$ cat src/rtl/fp_sqrt_pkg.sv
// rtl/fp_sqrt_pkg.sv - shared types, constants and special-case classifier for fp_sqrt_iter
// Contents:
//   fp_sqrt_state_t   sequencer states
//   FP_* constants    IEEE-754 single-precision encodings used by the datapath
//   fp_special_t      special-case decision (hit flag + canned result)
//   classify_special  decides at accept time whether the input bypasses Newton-Raphson
package fp_sqrt_pkg;

   typedef enum logic [2:0] {
      ST_IDLE,
      ST_SQ,
      ST_HX,
      ST_SUB,
      ST_UPD,
      ST_FIN,
      ST_DONE
   } fp_sqrt_state_t;

   localparam logic [31:0] FP_THREE_HALVES = 32'h3fc00000;
   localparam logic [31:0] FP_QNAN         = 32'h7fc00000;
   localparam logic [31:0] FP_PINF         = 32'h7f800000;
   localparam logic [31:0] FP_ZERO         = 32'h00000000;

   typedef struct packed {
      logic        hit;
      logic [31:0] value;
   } fp_special_t;

   // sqrt_mode: 0 = inverse sqrt, 1 = sqrt.
   // Zero and denormal inputs are treated alike (exponent field 0), so -0 maps
   // like +0. Any other negative input, including -inf, yields a quiet NaN.
   function automatic fp_special_t classify_special(input logic [31:0] x,
                                                    input logic        sqrt_mode);
      fp_special_t s;
      s.hit   = 1'b1;
      s.value = FP_QNAN;
      if (x[30:23] == 8'd0) begin
         s.value = sqrt_mode ? FP_ZERO : FP_PINF;
      end else if (x[31]) begin
         s.value = FP_QNAN;
      end else if (x[30:23] == 8'hff) begin
         if (x[22:0] != 23'd0) begin
            s.value = FP_QNAN;
         end else begin
            s.value = sqrt_mode ? FP_PINF : FP_ZERO;
         end
      end else begin
         s.hit   = 1'b0;
         s.value = FP_ZERO;
      end
      return s;
   endfunction

endpackage

$ cat src/rtl/fp_mul_trunc.sv
// rtl/fp_mul_trunc.sv - combinational truncating single-precision multiplier
// Ports:
//   a_i  in  32  operand a (IEEE-754 single)
//   b_i  in  32  operand b (IEEE-754 single)
//   p_o  out 32  a*b, truncated, flushed to +0 on zero/denormal operands or underflow
module fp_mul_trunc
   import fp_sqrt_pkg::*;
(
   input  logic [31:0] a_i,
   input  logic [31:0] b_i,
   output logic [31:0] p_o
);

   logic [22:0] sig_a;
   logic [22:0] sig_b;
   logic [45:0] prod;
   logic [9:0]  exp_sum;
   logic [7:0]  exp_res;
   logic [22:0] frac_res;
   logic        unused_bits;

   // Significands drop the lowest fraction bit so the product fits 23x23 -> 46 bits.
   // The product is in 2.44 fixed point; prod[45] set means the value is >= 2.
   always_comb begin
      sig_a   = {1'b1, a_i[22:1]};
      sig_b   = {1'b1, b_i[22:1]};
      prod    = sig_a * sig_b;
      exp_sum = {2'b00, a_i[30:23]} + {2'b00, b_i[30:23]};
      if (prod[45]) begin
         exp_res  = exp_sum[7:0] - 8'd126;
         frac_res = prod[44:22];
      end else begin
         exp_res  = exp_sum[7:0] - 8'd127;
         frac_res = prod[43:21];
      end
      if ((a_i[30:23] == 8'd0) || (b_i[30:23] == 8'd0) || (exp_sum < 10'd128)) begin
         p_o = FP_ZERO;
      end else begin
         p_o = {a_i[31] ^ b_i[31], exp_res, frac_res};
      end
   end

   assign unused_bits = ^{prod[20:0], a_i[0], b_i[0]};

endmodule

$ cat src/rtl/fp_sqrt_iter.sv
// rtl/fp_sqrt_iter.sv - iterative sqrt / inverse-sqrt unit (magic seed + Newton-Raphson)
// Parameters:
//   NUM_ITER     Newton iterations per operation (1..4)
//   MAGIC        seed constant
// Ports:
//   clk          in  1   clock, rising edge
//   rst          in  1   synchronous active-high reset
//   in_valid     in  1   request valid
//   in_ready     out 1   unit idle and able to accept
//   opa          in  32  operand x
//   mode         in  1   0 = inverse sqrt, 1 = sqrt
//   out_valid    out 1   result valid, held until out_ready
//   out_ready    in  1   consumer accepts result
//   result       out 32  1/sqrt(x) or sqrt(x)
//   out_special  out 1   result came from the special-case path
module fp_sqrt_iter
   import fp_sqrt_pkg::*;
#(
   parameter int          NUM_ITER = 1,
   parameter logic [31:0] MAGIC    = 32'h5f3759df
) (
   input  logic        clk,
   input  logic        rst,
   input  logic        in_valid,
   output logic        in_ready,
   input  logic [31:0] opa,
   input  logic        mode,
   output logic        out_valid,
   input  logic        out_ready,
   output logic [31:0] result,
   output logic        out_special
);

   localparam int          IW       = $clog2(NUM_ITER + 1);
   localparam logic [IW-1:0] ITER_MAX = IW'(NUM_ITER);
   localparam logic [7:0]  EA       = FP_THREE_HALVES[30:23];

   fp_sqrt_state_t state_q;
   logic [31:0]    x_q;
   logic [31:0]    xh_q;
   logic [31:0]    y_q;
   logic [31:0]    t_q;
   logic           mode_q;
   logic [IW-1:0]  iter_q;
   logic [IW-1:0]  iter_d;
   logic           in_ready_q;
   logic           out_valid_q;
   logic [31:0]    result_q;
   logic           out_special_q;

   fp_special_t    spec;
   logic [31:0]    mul_a;
   logic [31:0]    mul_b;
   logic [31:0]    mul_p;

   assign spec   = classify_special(opa, mode);
   assign iter_d = iter_q + 1'b1;

   // One shared multiplier; the operand pair depends on which Newton step is active.
   always_comb begin
      mul_a = y_q;
      mul_b = y_q;
      case (state_q)
         ST_SQ:   begin mul_a = y_q;  mul_b = y_q; end
         ST_HX:   begin mul_a = xh_q; mul_b = t_q; end
         ST_UPD:  begin mul_a = y_q;  mul_b = t_q; end
         ST_FIN:  begin mul_a = x_q;  mul_b = y_q; end
         default: begin mul_a = y_q;  mul_b = y_q; end
      endcase
   end

   fp_mul_trunc u_mul (
      .a_i (mul_a),
      .b_i (mul_b),
      .p_o (mul_p)
   );

   // 1.5 - t. Significands carry 12 guard bits below the 24-bit mantissa so the
   // alignment shift loses little before truncation; shifts past the 36-bit
   // window contribute nothing. A zero t (exponent 0) simply leaves 1.5.
   logic [7:0]  sub_eb;
   logic [7:0]  sub_ebig;
   logic [7:0]  sub_eshift;
   logic [35:0] sub_sa;
   logic [35:0] sub_sb;
   logic [35:0] sub_big;
   logic [35:0] sub_small;
   logic [35:0] sub_aligned;
   logic [35:0] sub_mag;
   logic [35:0] sub_norm;
   logic        sub_neg;
   logic [5:0]  sub_lead;
   logic [5:0]  sub_lz;
   logic [31:0] sub_res;
   logic        unused_sub;

   always_comb begin
      sub_eb  = t_q[30:23];
      sub_sa  = {1'b1, FP_THREE_HALVES[22:0], 12'd0};
      sub_sb  = (sub_eb == 8'd0) ? 36'd0 : {1'b1, t_q[22:0], 12'd0};
      sub_neg = (sub_eb > EA) || ((sub_eb == EA) && (sub_sb > sub_sa));
      if (sub_neg) begin
         sub_big    = sub_sb;
         sub_small  = sub_sa;
         sub_ebig   = sub_eb;
         sub_eshift = sub_eb - EA;
      end else begin
         sub_big    = sub_sa;
         sub_small  = sub_sb;
         sub_ebig   = EA;
         sub_eshift = EA - sub_eb;
      end
      sub_aligned = (sub_eshift > 8'd35) ? 36'd0 : (sub_small >> sub_eshift);
      sub_mag     = sub_big - sub_aligned;
      sub_lead    = 6'd0;
      for (int i = 0; i < 36; i++) begin
         if (sub_mag[i]) sub_lead = 6'(i);
      end
      sub_lz   = 6'd35 - sub_lead;
      sub_norm = sub_mag << sub_lz;
      if ((sub_mag == 36'd0) || ({1'b0, sub_ebig} <= {3'b000, sub_lz})) begin
         sub_res = FP_ZERO;
      end else begin
         sub_res = {sub_neg, sub_ebig - {2'b00, sub_lz}, sub_norm[34:12]};
      end
   end

   assign unused_sub = ^{sub_norm[35], sub_norm[11:0]};

   always_ff @(posedge clk) begin
      if (rst) begin
         state_q       <= ST_IDLE;
         in_ready_q    <= 1'b1;
         out_valid_q   <= 1'b0;
         result_q      <= FP_ZERO;
         out_special_q <= 1'b0;
         iter_q        <= '0;
         x_q           <= FP_ZERO;
         xh_q          <= FP_ZERO;
         y_q           <= FP_ZERO;
         t_q           <= FP_ZERO;
         mode_q        <= 1'b0;
      end else begin
         case (state_q)
            ST_IDLE: begin
               if (in_valid) begin
                  x_q        <= opa;
                  mode_q     <= mode;
                  xh_q       <= {opa[31], opa[30:23] - 8'd1, opa[22:0]};
                  y_q        <= MAGIC - (opa >> 1);
                  iter_q     <= '0;
                  in_ready_q <= 1'b0;
                  if (spec.hit) begin
                     result_q      <= spec.value;
                     out_special_q <= 1'b1;
                     out_valid_q   <= 1'b1;
                     state_q       <= ST_DONE;
                  end else begin
                     out_special_q <= 1'b0;
                     state_q       <= ST_SQ;
                  end
               end
            end
            ST_SQ: begin
               t_q     <= mul_p;
               state_q <= ST_HX;
            end
            ST_HX: begin
               t_q     <= mul_p;
               state_q <= ST_SUB;
            end
            ST_SUB: begin
               t_q     <= sub_res;
               state_q <= ST_UPD;
            end
            ST_UPD: begin
               y_q    <= mul_p;
               iter_q <= iter_d;
               if (iter_d < ITER_MAX) begin
                  state_q <= ST_SQ;
               end else if (mode_q) begin
                  state_q <= ST_FIN;
               end else begin
                  result_q    <= mul_p;
                  out_valid_q <= 1'b1;
                  state_q     <= ST_DONE;
               end
            end
            ST_FIN: begin
               result_q    <= mul_p;
               out_valid_q <= 1'b1;
               state_q     <= ST_DONE;
            end
            ST_DONE: begin
               if (out_ready) begin
                  out_valid_q <= 1'b0;
                  in_ready_q  <= 1'b1;
                  state_q     <= ST_IDLE;
               end
            end
            default: begin
               state_q     <= ST_IDLE;
               in_ready_q  <= 1'b1;
               out_valid_q <= 1'b0;
            end
         endcase
      end
   end

   assign in_ready    = in_ready_q;
   assign out_valid   = out_valid_q;
   assign result      = result_q;
   assign out_special = out_special_q;

endmodule
$ cat config.mk
export PLATFORM = sky130hd
export DESIGN_NAME = fp_sqrt_iter
export DESIGN_NICKNAME = d
export VERILOG_FILES = /design/src/rtl/fp_sqrt_pkg.sv /design/src/rtl/fp_mul_trunc.sv /design/src/rtl/fp_sqrt_iter.sv
export SDC_FILE = /design/constraint.sdc
export NUM_CORES = 2
export LEC_CHECK = 0
export ABC_AREA = 0
export BUFFER_PORTS_ARGS = -buffer_cell sky130_fd_sc_hd__buf_2
export CAP_MARGIN = 20
export CORE_UTILIZATION = 55
export DETAILED_ROUTE_END_ITERATION = 10
export GPL_TIMING_DRIVEN = 0
export PLACE_DENSITY_LB_ADDON = 0.1
export RECOVER_POWER = 100
export SKIP_CTS_REPAIR_TIMING = 1
export SYNTH_ARGS = -nofsm -noshare
export SYNTH_HDL_FRONTEND = slang
export SYNTH_SLANG_ARGS = --single-unit
$ cat constraint.sdc
create_clock -name clk -period 14.2 [get_ports clk]
set_clock_uncertainty 0.05 [all_clocks]
set_input_delay 2.84 -clock clk [delete_from_list [all_inputs] [get_ports clk]]
set_output_delay 2.84 -clock clk [all_outputs]
set_load 0.01 [all_outputs]
After elaboration in Yosys (flattened, before gate mapping)
Cells that the tools add are included.
Storage, ports and cells
  bits in registers: 168
  input bits: 37
Operators by class
  $add $sub $neg: 11
  multiply operators: 1
  $lt $le $gt $ge: 6
  equal/unequal tests: 13
  shift operators: 2
  muxes and demuxes: 81
  bitwise gates (word level): 3
  reductions and logical operators: 25
Operators with widths (number)
  $mux 32: 9
  $mux 6: 34
  $pmux 32 s2: 3
  $mux 31: 5
  $mux 36: 4
  $pmux 32 s3: 1
  $mul 23x23->46: 1
  $gt 36x36->1 const B: 1
  $logic_not 36->1: 1
  $shl 36x6->35: 1
  $shr 36x8->36: 1
  $sub 36x36->36: 1
  $logic_not 8->1: 4
  $sub 31x31->32 const A: 1
  $mux 8: 3
  $sub 8x7->8 const B: 3
  $mux 23: 1
  $reduce_bool 23->1: 1
  $pmux 3 s7: 1
  $mux 1: 12
  $mux 3: 4
  $lt 10x8->1 const B: 1
  $ne 2x2->1 const B: 5
  $add 8x8->9: 1
  other kinds (32): 43

Depth between registers and ports, before layout
  depth in word-level cells: 49
  mapped depth: 46
  gate-level depth less buffers: 40

Cells and area by module
A second synthesis with hierarchy kept.
Second synthesis, totals
  cell total of the unflattened synthesis: 4105
  area total of the unflattened synthesis: 32946.6 µm²
Modules (own cells, without submodules)
  fp_mul_trunc: times used 1, cells each 2102, area each 17998.5 µm²
  fp_sqrt_iter: times used 1, cells each 2003, area each 14948.1 µm²

Worst setup path before layout
Ideal clock, no wire load.
  path kind: flip-flop to flip-flop
  start: register state_q[1]
  end: register t_q[8]
  library setup time: 0.086 ns
  arrival time: 10.620 ns
  required time: 14.064 ns
  path slack: 3.445 ns
  stages on the path, launching flop included: 41
  path buffers: 6
  cells stage by stage: dfxtp_1 -> nor2b_1 -> nor2_1 -> nor2_1 -> clkbuf_1 -> buf_1 -> buf_1 -> mux2_2 -> clkbuf_1 -> nand2_1 -> fa_1 -> fa_1 -> inv_1 -> fa_1 -> inv_1 -> fa_1 -> fa_1 -> inv_1 -> [5 not listed] -> o21ai_0 -> o211ai_1 -> a21oi_1 -> nor2b_1 -> a31o_2 -> a21oi_1 -> o21ai_0 -> a211oi_1 -> o31ai_1 -> o41ai_1 -> nor2_1 -> a211oi_1 -> clkbuf_1 -> clkbuf_1 -> nor2_1 -> a2111oi_0 -> a21oi_1 -> a211oi_1
On the way
  cells in the longest elaborated chain, start to end: 8
Ends and longest elaborated chain
  start, declared: line fp_sqrt_iter.sv:38  | fp_sqrt_state_t state_q;
  start signal, assigned: line fp_sqrt_iter.sv:132  | state_q <= ST_IDLE;
  start signal, assigned: line fp_sqrt_iter.sv:157  | state_q <= ST_DONE;
  start signal, assigned: line fp_sqrt_iter.sv:160  | state_q <= ST_SQ;
  parallel branches: the longest is 8 deep, another holds $mul 23x23->46
  end signal, assigned: line fp_sqrt_iter.sv:165  | t_q <= mul_p;
  end signal, assigned: line fp_sqrt_iter.sv:169  | t_q <= mul_p;
  end signal, assigned: line fp_sqrt_iter.sv:173  | t_q <= sub_res;
  end, declared: line fp_sqrt_iter.sv:42  | logic [31:0] t_q;
Several ways; the timed one is not identified.
A chain may end at the register's enable or synchronous reset.

Worst setup path after layout
  start: register state_q[1]
  end: register t_q[7]
Same word-level chain as after synthesis.

==> impl_metrics.env <==
export IMPL_status="finished, final reports clean"
export IMPL_synth_top_flop_cell="dfxtp_1"
export IMPL_netlist_instances=3957
export IMPL_power_density_nw_per_um2=253.1
export IMPL_root_buffer="clkbuf_16"
export IMPL_synthArstFlopShare=0
export IMPL_synth_cell_type_count=117
export IMPL_fin_nets=4749
export IMPL_grt_max_degree=17
export IMPL_ant_nets=0
export IMPL_fp_dieW_um=241.4
export IMPL_htreeDepth=4
export IMPL_crit_required_ps=14500
export IMPL_cts_inserted_buffers=17
export IMPL_tightest_slew_ps=1369
export IMPL_hold_viol_final=0
export IMPL_ys_ff_latch=142
export IMPL_ys_seq_area_frac=0.09019
export IMPL_setup_tns_ps=0
export IMPL_grt_pass1_wl_um=175600
export IMPL_initial_utilization=0.5579
export IMPL_cp_start_kind="flip-flop"
export IMPL_cts_tree="done"
export IMPL_placementRows=87
export IMPL_drt_iter0_drc=3437
export IMPL_crit_type="flip-flop to flip-flop"
export IMPL_setup_violations=0
export IMPL_slew_headroom=0.06370
export IMPL_die_area_um2=58270
export IMPL_syn2layout_area_growth_pct=6.451
export IMPL_drcViolationCount=0
export IMPL_max_freq_mhz=73.33
export IMPL_core_area_um2=56500
export IMPL_cpPeakStageDelay_ps=820
export IMPL_dr_pass1_iters=9
export IMPL_wire_per_inst_um=24.35
export IMPL_wirelength_um=117600
export IMPL_drive_gt1_frac=0.06758
export IMPL_leakage_nw=14.75
export IMPL_dpl_instance_area_um2=32900
export IMPL_finalCriticalPeriod_ps=13640
export IMPL_hold_path_class="flip-flop to flip-flop"
export IMPL_crit_arrival_ps=13940
export IMPL_yosys_warnings=0
export IMPL_critical_path_peak_fanout=10
export IMPL_synth_fp_nets=4649
export IMPL_utilization=0.5939
export IMPL_cts_sinks=142
export IMPL_synth_edf_count=0
export IMPL_mostFrequentLayoutCells="nand2_1, inv_1, fa_1"
export IMPL_grt_usage=0.4056
export IMPL_avgSynthCellArea_um2=7.965
export IMPL_gp_congestion=1.022
export IMPL_vias=30315
export IMPL_maxCapViolations=0
export IMPL_die_h_um=241.4
export IMPL_power_total_mw=8.491
export IMPL_dp_hpwl_um=95140
export IMPL_cts_clk_slew_worst_paths_ps=60
export IMPL_end_kind="flip-flop"
export IMPL_drv_slew=0
export IMPL_numPortBuffers=67
export IMPL_cts_path_max_buffers=2
export IMPL_cp_common_cell="fa_1"
export IMPL_antenna_found_initial=4
export IMPL_slowest_stage="nor3_1"
export IMPL_syn_area_um2=31520
export IMPL_min_period_over_period=0.9604
export IMPL_clock_latency_ps=440
export IMPL_peakVddDrop_mv=0.2439
export IMPL_top_level_ports=72
export IMPL_path_buf_inv=9
export IMPL_grt_overflow=0
export IMPL_final_common_cell="nand2_1"
export IMPL_first_global_vias=28860
export IMPL_routed_via_density=6.279
export IMPL_crit_family="adder cells"
export IMPL_fin_area_um2=33550
state kept, by name, summed over array words and instances (netlist names):
name	flops
out_valid	1
mode_q	1
out_special	1
x_q	31
iter_q	1
xh_q	8
in_ready	1
t_q	32
result	32
y_q	31
state_q	3
cell usage after synthesis (26+ instances only):
| cell | number | area (um2) |
|---|---|---|
| nor2b_1 | 31 | 193.9 |
| a22oi_1 | 30 | 225.2 |
| ha_1 | 216 | 2703 |
| fa_1 | 439 | 8788 |
| nand2_1 | 578 | 2170 |
| dfxtp_1 | 142 | 2843 |
| and2_1 | 65 | 406.6 |
| o22ai_1 | 26 | 162.7 |
| clkbuf_1 | 180 | 675.7 |
| a211oi_1 | 47 | 352.8 |
| a21oi_1 | 175 | 875.8 |
| nor2_1 | 400 | 1501 |
| inv_1 | 536 | 2012 |
| nand2b_1 | 38 | 237.7 |
| mux2_2 | 76 | 855.8 |
| a21o_1 | 35 | 262.8 |
| xnor2_1 | 67 | 586.8 |
| mux2i_1 | 98 | 980.9 |
| xor2_1 | 37 | 324.1 |
| nand3_1 | 68 | 340.3 |
| o21ai_0 | 115 | 575.6 |
| nor3_1 | 77 | 385.4 |
final timing paths:
path | start | end | slack (ps) | cells after the start
setup reg to reg | state_q[1] | t_q[7] | 560 | 40
hold reg to reg | x_q[19] | x_q[19] | 410 | 2
hold / removal | x_q[19] | x_q[19] | 410 | 2
setup / recovery | state_q[1] | t_q[7] | 560 | 40
cell families (layout without fill, tap and decap cells):
kind of cell,Yosys count,in the layout,synth area share
other,0,3,0
AND/OR/NAND/NOR,1394,1394,0.1988
adder cells (fa/ha/maj),655,655,0.3646
XOR/XNOR,105,105,0.02942
multiplexers,188,188,0.06721
buffers and inverters,762,874,0.09309
AO/OA/AOI/OAI,711,711,0.1568
flip-flops,142,142,0.09019
stage by stage:
step	instances	hold slack, ps	setup WS, ps
3_3_place_gp	4780	393.9	-447.0
4_1_cts	4822	405.4	-294.1
6_report	4828	405.0	562.5
5_1_grt	4825	429.0	-29.22
3_5_place_dp	4791	397.0	-226.4
2_1_floorplan	3957	382.8	3445
metal layers:
layer | wire length (um) | up-vias | global-route usage
met5 | 0 | - | 0
met4 | 5340 | 0 | 0.1640
met3 | 13550 | 317 | 0.08660
met2 | 50280 | 1801 | 0.6008
met1 | 48410 | 14872 | 0.5745
li1 | - | 13325 | -
power by group:
part / internal (mW) / total [mW] / switching (mW) / leakage (nW)
logic: 2.44 / 7.32 / 4.88 / 13.3
registers: 0.509 / 0.670 / 0.161 / 1.16
clock network: 0.316 / 0.498 / 0.182 / 0.310
total: 3.27 / 8.49 / 5.22 / 14.8
worst reg2reg max path, delay by kind of cell, from the launching register on:
kind	cells	cell delay (ps)
buf+inv	9	3240
compound gates	13	3420
fa+ha+maj	8	3850
mux	1	360
flops	1	390
simple gates	9	2250
area by class of cell:
| cell class | count | area (um2) |
|---|---|---|
| multi-input combinational | 3053 | 25770 |
| buffer | 216 | 889.6 |
| clock inverter | 9 | 156.4 |
| tap | 756 | 945.9 |
| inverter | 546 | 2049 |
| antenna | 3 | 7.507 |
| timing repair buffer | 81 | 399.1 |
| fill | 5427 | 22940 |
| clock buffer | 22 | 494.2 |
| sequential | 142 | 2843 |
No activity file was read; power rests on OpenSTA's default activity.
